===== config.mk =====
export PLATFORM = sky130hd
export DESIGN_NAME = iohub_tx_sched
export DESIGN_NICKNAME = d
export VERILOG_FILES = /design/src/rtl/iohub_pkg.sv /design/src/rtl/iohub_rr_arb2.sv /design/src/rtl/iohub_tx_sched.sv
export SDC_FILE = /design/constraint.sdc
export NUM_CORES = 1
export LEC_CHECK = 0
export ABC_AREA = 1
export ABC_CLOCK_PERIOD_IN_PS = 2200
export BUFFER_PORTS_ARGS = -buffer_cell sky130_fd_sc_hd__clkbuf_2
export CAP_MARGIN = 20
export CORE_UTILIZATION = 55
export DETAILED_ROUTE_END_ITERATION = 12
export GPL_ROUTABILITY_DRIVEN = 0
export PLACE_DENSITY = 0.8
export SLEW_MARGIN = 20
export SYNTH_ARGS = -nofsm -noshare
export SYNTH_HDL_FRONTEND = slang
export SYNTH_SLANG_ARGS = --single-unit

===== constraint.sdc =====
create_clock -name clk_i -period 2.2 [get_ports clk_i]
set_input_delay 0.33 -clock clk_i [delete_from_list [all_inputs] [get_ports clk_i]]
set_output_delay 0.33 -clock clk_i [all_outputs]
set_load 0.01 [all_outputs]

===== src/rtl/iohub_pkg.sv =====
`default_nettype none
// ============================================================================
// Module  : iohub_pkg
// Brief   : Shared constants for the iohub UART transmit scheduler.
// Revision: 1.0  initial release
// ============================================================================
package iohub_pkg;

    localparam int unsigned c_BYTE_W    = 8;
    localparam int unsigned c_ACK_GUARD = 2;

    localparam logic [2:0] c_ST_IDLE       = 3'd0;
    localparam logic [2:0] c_ST_LOAD1      = 3'd1;
    localparam logic [2:0] c_ST_WAIT1_ACK  = 3'd2;
    localparam logic [2:0] c_ST_WAIT1_DONE = 3'd3;
    localparam logic [2:0] c_ST_LOAD2      = 3'd4;
    localparam logic [2:0] c_ST_WAIT2_ACK  = 3'd5;
    localparam logic [2:0] c_ST_WAIT2_DONE = 3'd6;

endpackage
`default_nettype wire


===== src/rtl/iohub_rr_arb2.sv =====
`default_nettype none
// ============================================================================
// Module  : iohub_rr_arb2
// Brief   : Two-way round-robin arbiter; combinational grant, registered
//           last-winner pointer advanced on i_update.
// Revision: 1.0  initial release
// ============================================================================
module iohub_rr_arb2 (
    input  logic clk,
    input  logic rst,
    input  logic i_req0,
    input  logic i_req1,
    input  logic i_update,
    output logic o_gnt0,
    output logic o_gnt1,
    output logic o_any
);

    // r_last = 1 means requester 1 won most recently, so requester 0 is favoured
    logic r_last;
    logic w_gnt0;
    logic w_gnt1;

    always_comb begin
        w_gnt0 = 1'b0;
        w_gnt1 = 1'b0;
        if (i_req0 && i_req1) begin
            w_gnt0 = r_last;
            w_gnt1 = ~r_last;
        end else begin
            w_gnt0 = i_req0;
            w_gnt1 = i_req1;
        end
    end

    always_ff @(posedge clk) begin
        if (rst) begin
            r_last <= 1'b1;
        end else if (i_update && (w_gnt0 || w_gnt1)) begin
            r_last <= w_gnt1;
        end
    end

    assign o_gnt0 = w_gnt0;
    assign o_gnt1 = w_gnt1;
    assign o_any  = i_req0 | i_req1;

endmodule
`default_nettype wire


===== src/rtl/iohub_tx_sched.sv =====
`default_nettype none
// ============================================================================
// Module  : iohub_tx_sched
// Brief   : Arbitrates two 16-bit word requesters and sequences each granted
//           word as two bytes onto a start/busy UART transmitter.
// Revision: 1.0  initial release
// ============================================================================
module iohub_tx_sched
    import iohub_pkg::*;
#(
    parameter bit          MSB_FIRST = 1'b1,
    parameter int unsigned CNT_W     = 16
) (
    input  logic                clk_i,
    input  logic                rst_i,
    input  logic                req0_i,
    input  logic [15:0]         dat0_i,
    output logic                ack0_o,
    input  logic                req1_i,
    input  logic [15:0]         dat1_i,
    output logic                ack1_o,
    input  logic                tx_busy_i,
    output logic                tx_start_o,
    output logic [c_BYTE_W-1:0] tx_byte_o,
    output logic                idle_o,
    output logic [CNT_W-1:0]    words_sent_o
);

    logic [2:0]          r_state;
    logic [15:0]         r_word;
    logic [1:0]          r_guard;
    logic                r_ack0;
    logic                r_ack1;
    logic                r_tx_start;
    logic [c_BYTE_W-1:0] r_tx_byte;
    logic                r_idle;
    logic [CNT_W-1:0]    r_cnt;

    logic                w_gnt0;
    logic                w_gnt1;
    logic                w_any;
    logic                w_update;
    logic [c_BYTE_W-1:0] w_byte_first;
    logic [c_BYTE_W-1:0] w_byte_second;

    assign w_update      = (r_state == c_ST_IDLE);
    assign w_byte_first  = MSB_FIRST ? r_word[15:8] : r_word[7:0];
    assign w_byte_second = MSB_FIRST ? r_word[7:0]  : r_word[15:8];

    iohub_rr_arb2 u_arb (
        .clk      (clk_i),
        .rst      (rst_i),
        .i_req0   (req0_i),
        .i_req1   (req1_i),
        .i_update (w_update),
        .o_gnt0   (w_gnt0),
        .o_gnt1   (w_gnt1),
        .o_any    (w_any)
    );

    always_ff @(posedge clk_i) begin
        if (rst_i) begin
            r_state    <= c_ST_IDLE;
            r_word     <= 16'h0000;
            r_guard    <= 2'd0;
            r_ack0     <= 1'b0;
            r_ack1     <= 1'b0;
            r_tx_start <= 1'b0;
            r_tx_byte  <= '0;
            r_idle     <= 1'b1;
            r_cnt      <= '0;
        end else begin
            r_ack0     <= 1'b0;
            r_ack1     <= 1'b0;
            r_tx_start <= 1'b0;
            case (r_state)
                c_ST_IDLE: begin
                    if (w_any) begin
                        r_word  <= w_gnt1 ? dat1_i : dat0_i;
                        r_ack0  <= w_gnt0;
                        r_ack1  <= w_gnt1;
                        r_idle  <= 1'b0;
                        r_state <= c_ST_LOAD1;
                    end
                end
                c_ST_LOAD1: begin
                    if (!tx_busy_i) begin
                        r_tx_byte  <= w_byte_first;
                        r_tx_start <= 1'b1;
                        r_guard    <= 2'd0;
                        r_state    <= c_ST_WAIT1_ACK;
                    end
                end
                // A UART that finishes very fast may never show busy; the guard
                // bounds the wait so the FSM cannot stall here.
                c_ST_WAIT1_ACK: begin
                    if (tx_busy_i || (r_guard == 2'(c_ACK_GUARD - 1))) begin
                        r_state <= c_ST_WAIT1_DONE;
                    end else begin
                        r_guard <= r_guard + 2'd1;
                    end
                end
                c_ST_WAIT1_DONE: begin
                    if (!tx_busy_i) begin
                        r_state <= c_ST_LOAD2;
                    end
                end
                c_ST_LOAD2: begin
                    if (!tx_busy_i) begin
                        r_tx_byte  <= w_byte_second;
                        r_tx_start <= 1'b1;
                        r_guard    <= 2'd0;
                        r_state    <= c_ST_WAIT2_ACK;
                    end
                end
                c_ST_WAIT2_ACK: begin
                    if (tx_busy_i || (r_guard == 2'(c_ACK_GUARD - 1))) begin
                        r_state <= c_ST_WAIT2_DONE;
                    end else begin
                        r_guard <= r_guard + 2'd1;
                    end
                end
                c_ST_WAIT2_DONE: begin
                    if (!tx_busy_i) begin
                        r_cnt   <= r_cnt + CNT_W'(1);
                        r_idle  <= 1'b1;
                        r_state <= c_ST_IDLE;
                    end
                end
                default: begin
                    r_idle  <= 1'b1;
                    r_state <= c_ST_IDLE;
                end
            endcase
        end
    end

    assign ack0_o       = r_ack0;
    assign ack1_o       = r_ack1;
    assign tx_start_o   = r_tx_start;
    assign tx_byte_o    = r_tx_byte;
    assign idle_o       = r_idle;
    assign words_sent_o = r_cnt;

endmodule
`default_nettype wire


==> metrics.txt <==
status=completed; setup bufs post-CTS=0; sequential cell area fraction in the yosys report=40.26%; drt wl/cell=12.59 um; CP delay by family, top=simple AND/OR/NAND/NOR gates; CP Buf/Inv Count=0; Unique masters post-synth=26; crit-path cells=nor2_4, nand2_1, a21oi_4, nand3_1, o211a_1; root buffer cell=clkbuf_8; Max Used Layer=met4; Clock Latency Late Sink=0.30 ns; WL met2=2809 um; Achievable Freq=0.5558 GHz; min Tclk post-route=1.799 ns; Tcrit/Tclk final=81.79%; Post-CTS Resized=0; DRC viols=0; DRT Wirelength=5840 um; Die Wd=69.23 um; M1 WL=2611 um; Synth Area per Inst=7.083 um2; relative slew slack=66.82%; WS Path Type=register to register; worst vdd ir=0.7811 mV; pin count of the biggest net entering global routing=31; area of the die=0.004793 mm2; Max clock buf depth=2; Max stage delay on crit path=0.47 ns; Cells after Synth=351; antenna cell count=0; area delta synth->final=19.12%; 1st-iter DRT viols=172; Leakage Power=1.407 nW; first-pass GRT wire length=10140 um; layout net count=450; met3 routed WL=320 um; Max Cap Viol=0; setup violators final=0; IO Pins=65; # H-tree levels=2; layout cells sized above 1=23.06%; hold_ws=0.2499 ns; CTS buffer count=5; Initial Util=57.10%; Worst EP required=2.40 ns; post-synthesis register bit count=50; CTS Hold Bufs=0; worst hold path class=input port to register; Detailed Place HPWL=4235 um; post-place instance area=0.002819 mm2; Ys Warns=0; Post-Syn Area=0.002486 mm2; via count=2536; vias per std cell=5.466; die outline height=69.23 um; vias in the first global route=2372; core area=0.004354 mm2; PD cells=1049 mW/mm2; fillers=397; Final Cell Area=0.002962 mm2; RSZ-0062 raised after global routing=false; CP Capture Type=register; antenna violations before repair=0; Max Slew Vio Count=0; slowest CP cell=dfxtp_1; Port-buffer cells=64; antenna violation net count after detailed routing=0; TritonRoute pass-1 iters=4; CP arrival=2.00 ns; Setup TNS=0 ns; total gr overflow=0; TritonCTS clock tree=done; Clk pin slew, worst setup/hold paths=0.09 ns; final setup skew=0.006478 ns; Synthesized Nets=390; Worst Path Max Fanout=17; CP startpoint kind=register; Final Hold Vio Count=0; CTS Sinks=50; gr usage total=25.61%; Worst-Margin Slew=0.4970 ns; row cnt=24
[state kept, by name (all words and copies together), names as in the netlist]
| register | cells |
|---|---|
| r_word | 16 |
| words_sent_o | 16 |
| tx_byte_o | 8 |
| r_state | 3 |
| r_guard | 2 |
| ack0_o | 1 |
| ack1_o | 1 |
| idle_o | 1 |
| tx_start_o | 1 |
| u_arb.r_last | 1 |
[placed cells by master (no fill, tap or decap), types with 4 or more instances in the layout]
cell type	n
a21oi_1	46
buf_4	6
clkbuf_2	64
clkbuf_8	6
dfxtp_1	50
inv_1	28
nand2_1	78
nand3_1	35
nand4_1	6
nor2_1	33
nor2_4	4
nor3_1	5
o211a_1	8
o21ai_0	23
[synthesized netlist by cell type]
cell type	number	area [um2]
a21oi_1	46	230.2
a21oi_4	1	16.27
buf_2	6	30.03
buf_4	1	7.510
buf_6	3	33.78
clkbuf_1	7	26.28
dfxtp_1	50	1001
ha_1	2	25.02
inv_1	28	105.1
inv_2	2	7.510
inv_4	1	6.260
nand2_1	78	292.8
nand2_2	3	18.77
nand3_1	35	175.2
nand3_2	3	30.03
nand4_1	6	37.54
nor2_1	33	123.9
nor2_2	2	12.51
nor2_4	4	45.04
nor2_8	1	20.02
nor3_1	5	25.02
o211a_1	8	80.08
o211ai_1	1	7.510
o21ai_0	23	115.1
o21ai_1	1	5.000
xor2_1	1	8.760
[cell type report]
type / instances / area [um2] / share of cell area, %
tap: 52 / 65.06 / 2.197
clock inverter: 2 / 60.06 / 2.028
sequential: 50 / 1001 / 33.80
multi-input combinational: 253 / 1269 / 42.84
clock buffer: 6 / 82.58 / 2.788
timing repair buffer: 70 / 365.4 / 12.34
inverter: 31 / 118.9 / 4.014
[path summary, 6_finish.rpt]
| kind | from | cells past startpoint | slack [ns] | endpoint |
|---|---|---|---|---|
| max | r_state[1] | 5 | 0.40 | tx_byte_o[7] |
| min | dat0_i[8] | 3 | 0.25 | r_word[8] |
| min reg2reg | idle_o | 2 | 0.48 | idle_o |
| max reg2reg | r_state[1] | 5 | 0.40 | tx_byte_o[7] |
[worst register-to-register path, stage by stage, from the launching register on]
cell and delay, ns:
dfxtp_1 0.47, nor2_4 0.31, nand2_1 0.16, a21oi_4 0.45
nand3_1 0.16, o211a_1 0.15
[cells by family after synthesis]
family / synth area share [%]
AOI/OAI and AO/OA: 18.27
xor gates and xnor gates: 0.3524
adders and majority gates: 1.006
DFF: 40.26
buffers and inverters: 8.707
and+or+nand+nor: 31.40
[report_power, final]
| part | total, W | switching (W) | internal (W) |
|---|---|---|---|
| logic | 0.00103 | 0.000649 | 0.000379 |
| registers | 0.00128 | 0.000166 | 0.00112 |
| clock network | 0.000793 | 0.000308 | 0.000485 |
[metal layers]
metal  GRT usage [%]  vias up
li1                -     1282
met1           31.44     1166
met2           43.58       77
met3           5.669       11
met4           9.977        0
met5               0        -
[per-stage QoR]
| stage | util [%] | total power (W) | cells | worst slack, ns |
|---|---|---|---|---|
| final | 68.02 | 0.003105 | 464 | 0.4007 |
| after global routing | 68.02 | 0.003297 | 464 | 0.3021 |
| after CTS | 68.02 | 0.003100 | 464 | 0.4262 |
| after detailed placement | 64.74 | 0.002308 | 456 | 0.4621 |
| after global placement | 64.74 | 0.002275 | 456 | 0.5992 |
| after floorplan | - | 0.002077 | 351 | 0.8329 |
Note: power is estimated with default switching activity, not from simulation.
